===== src/rtl/float7_pkg.sv =====
// float7_pkg
//   Types and constants shared by the 7-bit float decoder and by the
//   encoder bench's reference model.
//   - EXP_W / MAN_W / INT_W : field and integer widths
//   - code_t                : {exp, man} packed code, exponent in the MSBs
//   - state_t               : decoder FSM states
//   - implicit_mant()       : value loaded into the shift accumulator
package float7_pkg;

  localparam int EXP_W  = 3;
  localparam int MAN_W  = 4;
  localparam int INT_W  = 11;
  localparam int CODE_W = EXP_W + MAN_W;

  typedef struct packed {
    logic [EXP_W-1:0] exp;
    logic [MAN_W-1:0] man;
  } code_t;

  typedef enum logic [1:0] {
    IDLE,
    SHIFT,
    DONE
  } state_t;

  // Denormals (exp==0) carry no hidden one; normals get the implicit 1
  // above the mantissa before being shifted left by exp-1.
  function automatic logic [INT_W-1:0] implicit_mant(code_t c);
    if (c.exp == '0) begin
      return INT_W'(c.man);
    end
    return INT_W'({1'b1, c.man});
  endfunction

endpackage


===== src/rtl/float7_to_int_decoder_if.sv =====
// float7_to_int_decoder_if
//   Handshake bundle for the float7 decoder.
//   - in_valid / in_ready / in_code    : code input channel
//   - out_valid / out_ready / out_int  : integer result channel
//   - busy                             : decoder not idle
//   master: the producer/consumer side; slave: the decoder.
interface float7_to_int_decoder_if #(
  parameter int CODE_W = float7_pkg::CODE_W,
  parameter int INT_W  = float7_pkg::INT_W
);

  logic              in_valid;
  logic              in_ready;
  logic [CODE_W-1:0] in_code;
  logic              out_valid;
  logic              out_ready;
  logic [INT_W-1:0]  out_int;
  logic              busy;

  modport master (
    output in_valid, in_code, out_ready,
    input  in_ready, out_valid, out_int, busy
  );

  modport slave (
    input  in_valid, in_code, out_ready,
    output in_ready, out_valid, out_int, busy
  );

endinterface


===== src/rtl/float7_to_int_decoder.sv =====
// float7_to_int_decoder
//   Expands a 7-bit {exp, man} float code into an 11-bit unsigned integer
//   using a one-bit-per-cycle left shifter.
//   Ports:
//   - clk : rising-edge clock
//   - rst : asynchronous active-high reset
//   - bus : slave side of float7_to_int_decoder_if (valid/ready in and out,
//           plus busy)
//   One code is in flight at a time: accept in IDLE, shift exp-1 times in
//   SHIFT, present the result in DONE until the consumer takes it.
module float7_to_int_decoder #(
  parameter int EXP_W = float7_pkg::EXP_W,
  parameter int MAN_W = float7_pkg::MAN_W,
  parameter int INT_W = float7_pkg::INT_W
) (
  input logic                    clk,
  input logic                    rst,
  float7_to_int_decoder_if.slave bus
);

  // The integer must hold the hidden one, the mantissa and the largest
  // shift (2^EXP_W - 2) exactly, so no bit can ever be shifted out.
  if (INT_W != MAN_W + 1 + (2**EXP_W - 2)) begin : g_bad_int_w
    $error("float7_to_int_decoder: INT_W must equal MAN_W+1+(2^EXP_W-2)");
  end

  // code_t and implicit_mant() are fixed to the package widths.
  if (EXP_W != float7_pkg::EXP_W || MAN_W != float7_pkg::MAN_W ||
      INT_W != float7_pkg::INT_W) begin : g_bad_pkg_w
    $error("float7_to_int_decoder: parameters must match float7_pkg");
  end

  float7_pkg::state_t state_reg, state_next;
  logic [INT_W-1:0]   acc_reg, acc_next;
  logic [EXP_W-1:0]   cnt_reg, cnt_next;
  logic [INT_W-1:0]   out_int_reg, out_int_next;
  float7_pkg::code_t  code;

  assign code = bus.in_code;

  always_ff @(posedge clk or posedge rst) begin
    if (rst) begin
      state_reg   <= float7_pkg::IDLE;
      acc_reg     <= '0;
      cnt_reg     <= '0;
      out_int_reg <= '0;
    end else begin
      state_reg   <= state_next;
      acc_reg     <= acc_next;
      cnt_reg     <= cnt_next;
      out_int_reg <= out_int_next;
    end
  end

  always_comb begin
    state_next   = state_reg;
    acc_next     = acc_reg;
    cnt_next     = cnt_reg;
    out_int_next = out_int_reg;
    unique case (state_reg)
      float7_pkg::IDLE: begin
        if (bus.in_valid) begin
          acc_next = float7_pkg::implicit_mant(code);
          cnt_next = (code.exp == '0) ? '0 : code.exp - EXP_W'(1);
          if (cnt_next == '0) begin
            state_next   = float7_pkg::DONE;
            out_int_next = acc_next;
          end else begin
            state_next = float7_pkg::SHIFT;
          end
        end
      end
      float7_pkg::SHIFT: begin
        acc_next = acc_reg << 1;
        cnt_next = cnt_reg - EXP_W'(1);
        if (cnt_reg == EXP_W'(1)) begin
          state_next   = float7_pkg::DONE;
          out_int_next = acc_next;
        end
      end
      float7_pkg::DONE: begin
        // out_int_reg is left untouched so the result stays visible
        // after the handshake.
        if (bus.out_ready) begin
          state_next = float7_pkg::IDLE;
        end
      end
      default: begin
        state_next = float7_pkg::IDLE;
      end
    endcase
  end

  // All handshake outputs decode from the state register only, so there is
  // no combinational path from in_valid to in_ready.
  assign bus.in_ready  = (state_reg == float7_pkg::IDLE);
  assign bus.out_valid = (state_reg == float7_pkg::DONE);
  assign bus.out_int   = out_int_reg;
  assign bus.busy      = (state_reg != float7_pkg::IDLE);

  // While shifting, the top bit is still clear: at most the final shift
  // of an exp==7 code reaches it.
  a_no_early_msb: assert property (
    @(posedge clk) disable iff (rst)
    (state_reg == float7_pkg::SHIFT) |-> !acc_reg[INT_W-1]
  );

endmodule


===== src/flat_wrapper.sv =====
// flat-port wrapper written by rule: the top's interface ports become plain ports
module float7_to_int_decoder_flat 
#(
  parameter int EXP_W = float7_pkg::EXP_W,
  parameter int MAN_W = float7_pkg::MAN_W,
  parameter int INT_W = float7_pkg::INT_W
)
  (clk, rst, bus_in_valid, bus_in_code, bus_out_ready, bus_in_ready, bus_out_valid, bus_out_int, bus_busy);
  float7_to_int_decoder_if #(.INT_W(INT_W)) bus_i ();
  input logic clk;
  input logic rst;
  input wire logic [$bits(bus_i.in_valid)-1:0] bus_in_valid;
  input wire logic [$bits(bus_i.in_code)-1:0] bus_in_code;
  input wire logic [$bits(bus_i.out_ready)-1:0] bus_out_ready;
  output wire logic [$bits(bus_i.in_ready)-1:0] bus_in_ready;
  output wire logic [$bits(bus_i.out_valid)-1:0] bus_out_valid;
  output wire logic [$bits(bus_i.out_int)-1:0] bus_out_int;
  output wire logic [$bits(bus_i.busy)-1:0] bus_busy;
  assign bus_i.in_valid = bus_in_valid;
  assign bus_i.in_code = bus_in_code;
  assign bus_i.out_ready = bus_out_ready;
  assign bus_in_ready = bus_i.in_ready;
  assign bus_out_valid = bus_i.out_valid;
  assign bus_out_int = bus_i.out_int;
  assign bus_busy = bus_i.busy;
  float7_to_int_decoder #(.EXP_W(EXP_W), .MAN_W(MAN_W), .INT_W(INT_W)) u_core (.clk(clk), .rst(rst), .bus(bus_i));
endmodule

===== config.mk =====
export PLATFORM = sky130hd
export DESIGN_NAME = float7_to_int_decoder_flat
export DESIGN_NICKNAME = d
export VERILOG_FILES = /design/src/rtl/float7_pkg.sv /design/src/rtl/float7_to_int_decoder_if.sv /design/src/rtl/float7_to_int_decoder.sv /design/src/flat_wrapper.sv
export SDC_FILE = /design/constraint.sdc
export NUM_CORES = 1
export LEC_CHECK = 0
export BUFFER_PORTS_ARGS = -buffer_cell sky130_fd_sc_hd__buf_2
export CAP_MARGIN = 40
export CORE_AREA = 3 3 52 54
export DETAILED_ROUTE_END_ITERATION = 12
export DIE_AREA = 0 0 55 57
export PLACE_DENSITY_LB_ADDON = 0.1
export SETUP_SLACK_MARGIN = 0.5
export SYNTH_ARGS = -nofsm -noshare
export SYNTH_HDL_FRONTEND = slang
export SYNTH_SLANG_ARGS = --single-unit

===== constraint.sdc =====
create_clock -name clk -period 2.93 [get_ports clk]
set_clock_uncertainty 0.05 [all_clocks]
set_input_delay 0.293 -clock clk [delete_from_list [all_inputs] [get_ports clk]]
set_output_delay 0.293 -clock clk [all_outputs]
set_load 0.1 [all_outputs]

==> results.md <==
Status
• finished clean — run status

Finish
• 17.9% — layout-stage area growth over the synthesis result
• 203 — fillers
• 0 — number of antenna cells inserted
• 11 — max FFs per register
• 152 — total number of nets in the final design
• 32.4% — share of cells above drive strength 1

Logic synthesis
• 110 — Syn Inst Count
• 1250 um2 — Mapped Area
• 125 — post-synth net total
• 26 — post-synthesis sequential element count
• 29 — library cells used by synthesis
• 0 — warning count from the yosys run
• 11.4 um2 — Avg Inst Size Synth
• 52.1% — sequential fraction of the synthesis area

Floorplanning
• 55 um — overall die width
• 25 — Top Ports
• 55.4% — Initial Util
• 17 — row cnt
• 57 um — die boundary height
• 3140 um2 — die footprint
• 2250 um2 — Core ar.

STA
• no — RSZ-0062 raised after global routing
• 0 — final-report hold violation count
• 0 — Finish-stage setup viols
• 67.5% — final cycle utilization of the critical path
• 0.506 GHz — achievable frequency
• 67.4% — Slew Limit Headroom
• 0 ns — setup tns final
• 1.98 ns — clock period minus worst slack
• 0.493 ns — worst-margin pin slew
• 0 — number of slew-limit violations in the final report

Clocking
• 0.32 ns — Skew-Pair Late Insertion Delay
• clkbuf_4 — Clock Root Buffer
• 0 — number of gates resized after CTS
• 26 — total clock sinks
• 3 — total clock buffers created by CTS
• yes — TritonCTS clock tree
• 1 — number of H-tree levels
• 0.14 ns — Clk pin slew, worst setup/hold paths
• 2 — Clock Tree Buf Depth
• 0 — setup fix buffers added after clock tree synthesis
• 1 — count of hold-fix buffers inserted at cts

Route
• 0 — Routed Antenna Nets
• 0 — DRC
• 910 — routed vias
• 1090 um — DRT met1 WL
• 14.9 um — average detailed-routed wire length per instance
• 4 — drt first pass iters
• 1220 um — detailed-routed wire length on met2
• met4 — uppermost metal layer occupied by signal nets
• 5.55 — Via density
• 109 um — detailed-routed wire length on met3
• 19 — First DRT Iteration DRCs
• 2440 um — Post-Route WL

Global routing
• 0 — antenna violations before repair
• 20 — largest net degree at the start of global routing
• 4140 um — global-route wire length before repair
• 881 — vias in the first global route
• 17.8% — All-Layer GR Usage
• 0 — GRT Residual Overflow

Setup path
• flip-flop — startpoint type of the worst setup path
• 3.10 ns — CP Data Required Time
• reg -> reg — Crit Path Class
• 2.15 ns — arrival time at the worst endpoint
• 11 — worst-path maximum fanout
• flip-flop — kind of end point of the critical path

Flow run
• 0 — max-capacitance violation count

Worst hold path
• in -> reg — path category of the worst min-delay check

Place
• 1790 um — HPWL reported at the end of detailed placement
• 24 — number of I/O port buffers
• 0.686 — Final GP Congestion

per-stage QoR:
step | worst slack [ns] | cell area [um2] | utilization, % | std cells | hold WS (ns)
after floorplan | 0.742 | 1250 | - | 110 | 0.283
after global placement | 0.816 | 1380 | 61.4 | 158 | 0.411
after detailed placement | 0.714 | 1410 | 62.6 | 159 | 0.248
after CTS | 0.940 | 1470 | 65.4 | 164 | 0.0686
after global routing | 0.846 | 1470 | 65.4 | 164 | 0.0526
final | 0.953 | 1470 | 65.4 | 164 | 0.0761
cells by family (layout without fill, tap and decap cells):
family                   after synthesis  count (layout)  synth area share [%]
buffers and inverters                 14              40                  5.11
flip-flops                            26              26                  52.1
adder cells (fa/ha/maj)                4               4                  4.00
AO/OA/AOI/OAI                         34              34                  19.3
multiplexers                          11              11                  10.8
AND/OR/NAND/NOR                       21              21                  8.71
synthesized netlist by cell type:
| cell type | instances | area share [%] |
|---|---|---|
| nor2_2 | 1 | 0.50 |
| a21oi_1 | 5 | 2.0 |
| a21oi_2 | 1 | 0.70 |
| nor2_1 | 5 | 1.5 |
| o22ai_1 | 1 | 0.50 |
| and3_2 | 1 | 0.60 |
| nand2_1 | 8 | 2.4 |
| and2b_1 | 1 | 0.60 |
| mux2_4 | 3 | 3.6 |
| nand3_1 | 2 | 0.80 |
| a211o_1 | 1 | 0.70 |
| buf_2 | 3 | 1.2 |
| inv_1 | 10 | 3.0 |
| o21a_1 | 1 | 0.60 |
| a21o_1 | 1 | 0.60 |
| ha_1 | 4 | 4.0 |
| buf_6 | 1 | 0.90 |
| mux2_1 | 2 | 1.8 |
| o21ai_0 | 8 | 3.2 |
| o221a_2 | 1 | 0.90 |
| nand2b_1 | 1 | 0.50 |
| o21ai_2 | 1 | 0.70 |
| o31ai_1 | 2 | 1.2 |
| a22o_1 | 11 | 7.7 |
| a31oi_1 | 1 | 0.50 |
| and2_1 | 1 | 0.50 |
| mux2_2 | 6 | 5.4 |
| dfrtp_1 | 26 | 52 |
| and4bb_4 | 1 | 1.3 |
critical path, cell delays in order, from the launching register on:
cell	delay, ns
dfrtp_1	0.43
inv_1	0.08
ha_1	0.16
and4bb_4	0.30
a21oi_2	0.06
a211o_1	0.42
mux2_1	0.37
path summary, 6_finish.rpt:
kind,from,end,slack (ns),cells past startpoint
max in group asynchronous,rst,u_core.bus.out_int[8]$_DFFE_PP0P_,1.99,4
min in group asynchronous,rst,u_core.acc_reg[2]$_DFFE_PP0P_,0.42,3
setup reg to reg,u_core.cnt_reg[1]$_DFFE_PP0P_,u_core.bus.out_int[4]$_DFFE_PP0P_,0.95,6
hold reg to reg,u_core.acc_reg[0]$_DFFE_PP0P_,u_core.acc_reg[0]$_DFFE_PP0P_,0.46,2
hold / removal,bus_out_ready,u_core.state_reg[1]$_DFFE_PP0P_,0.08,2
setup / recovery,u_core.cnt_reg[1]$_DFFE_PP0P_,u_core.bus.out_int[4]$_DFFE_PP0P_,0.95,6
layer usage:
| metal | GRT usage, % | vias up |
|---|---|---|
| met3 | 3.13 | 2 |
| met5 | 0 | - |
| li1 | - | 444 |
| met1 | 25.3 | 443 |
| met4 | 6.94 | 0 |
| met2 | 26.7 | 21 |
area by class of cell:
type | count | area (um2) | area share (%)
multi-input cells | 70 | 541 | 36.7
clock inverters | 1 | 30.0 | 2.04
well taps | 28 | 35.0 | 2.38
flip-flops and latches | 26 | 651 | 44.1
clock buffers | 3 | 22.5 | 1.53
inverters | 10 | 37.5 | 2.55
repair buffers | 26 | 158 | 10.7
placed cells by master, fill, tap and decap left out, types with 2 or more instances in the layout:
cell,synthesis,layout
mux2_4,3,3
o31ai_1,2,2
o21ai_0,8,8
mux2_1,2,2
ha_1,4,4
nor2_1,5,5
mux2_2,6,6
nand3_1,2,2
a21oi_1,5,5
a22o_1,11,11
clkbuf_4,0,3
buf_2,3,24
nand2_1,8,8
dfrtp_1,26,26
inv_1,10,10
Power is not shown: default switching activity piles up to over one toggle a cycle in this logic, so the estimate is an artifact.
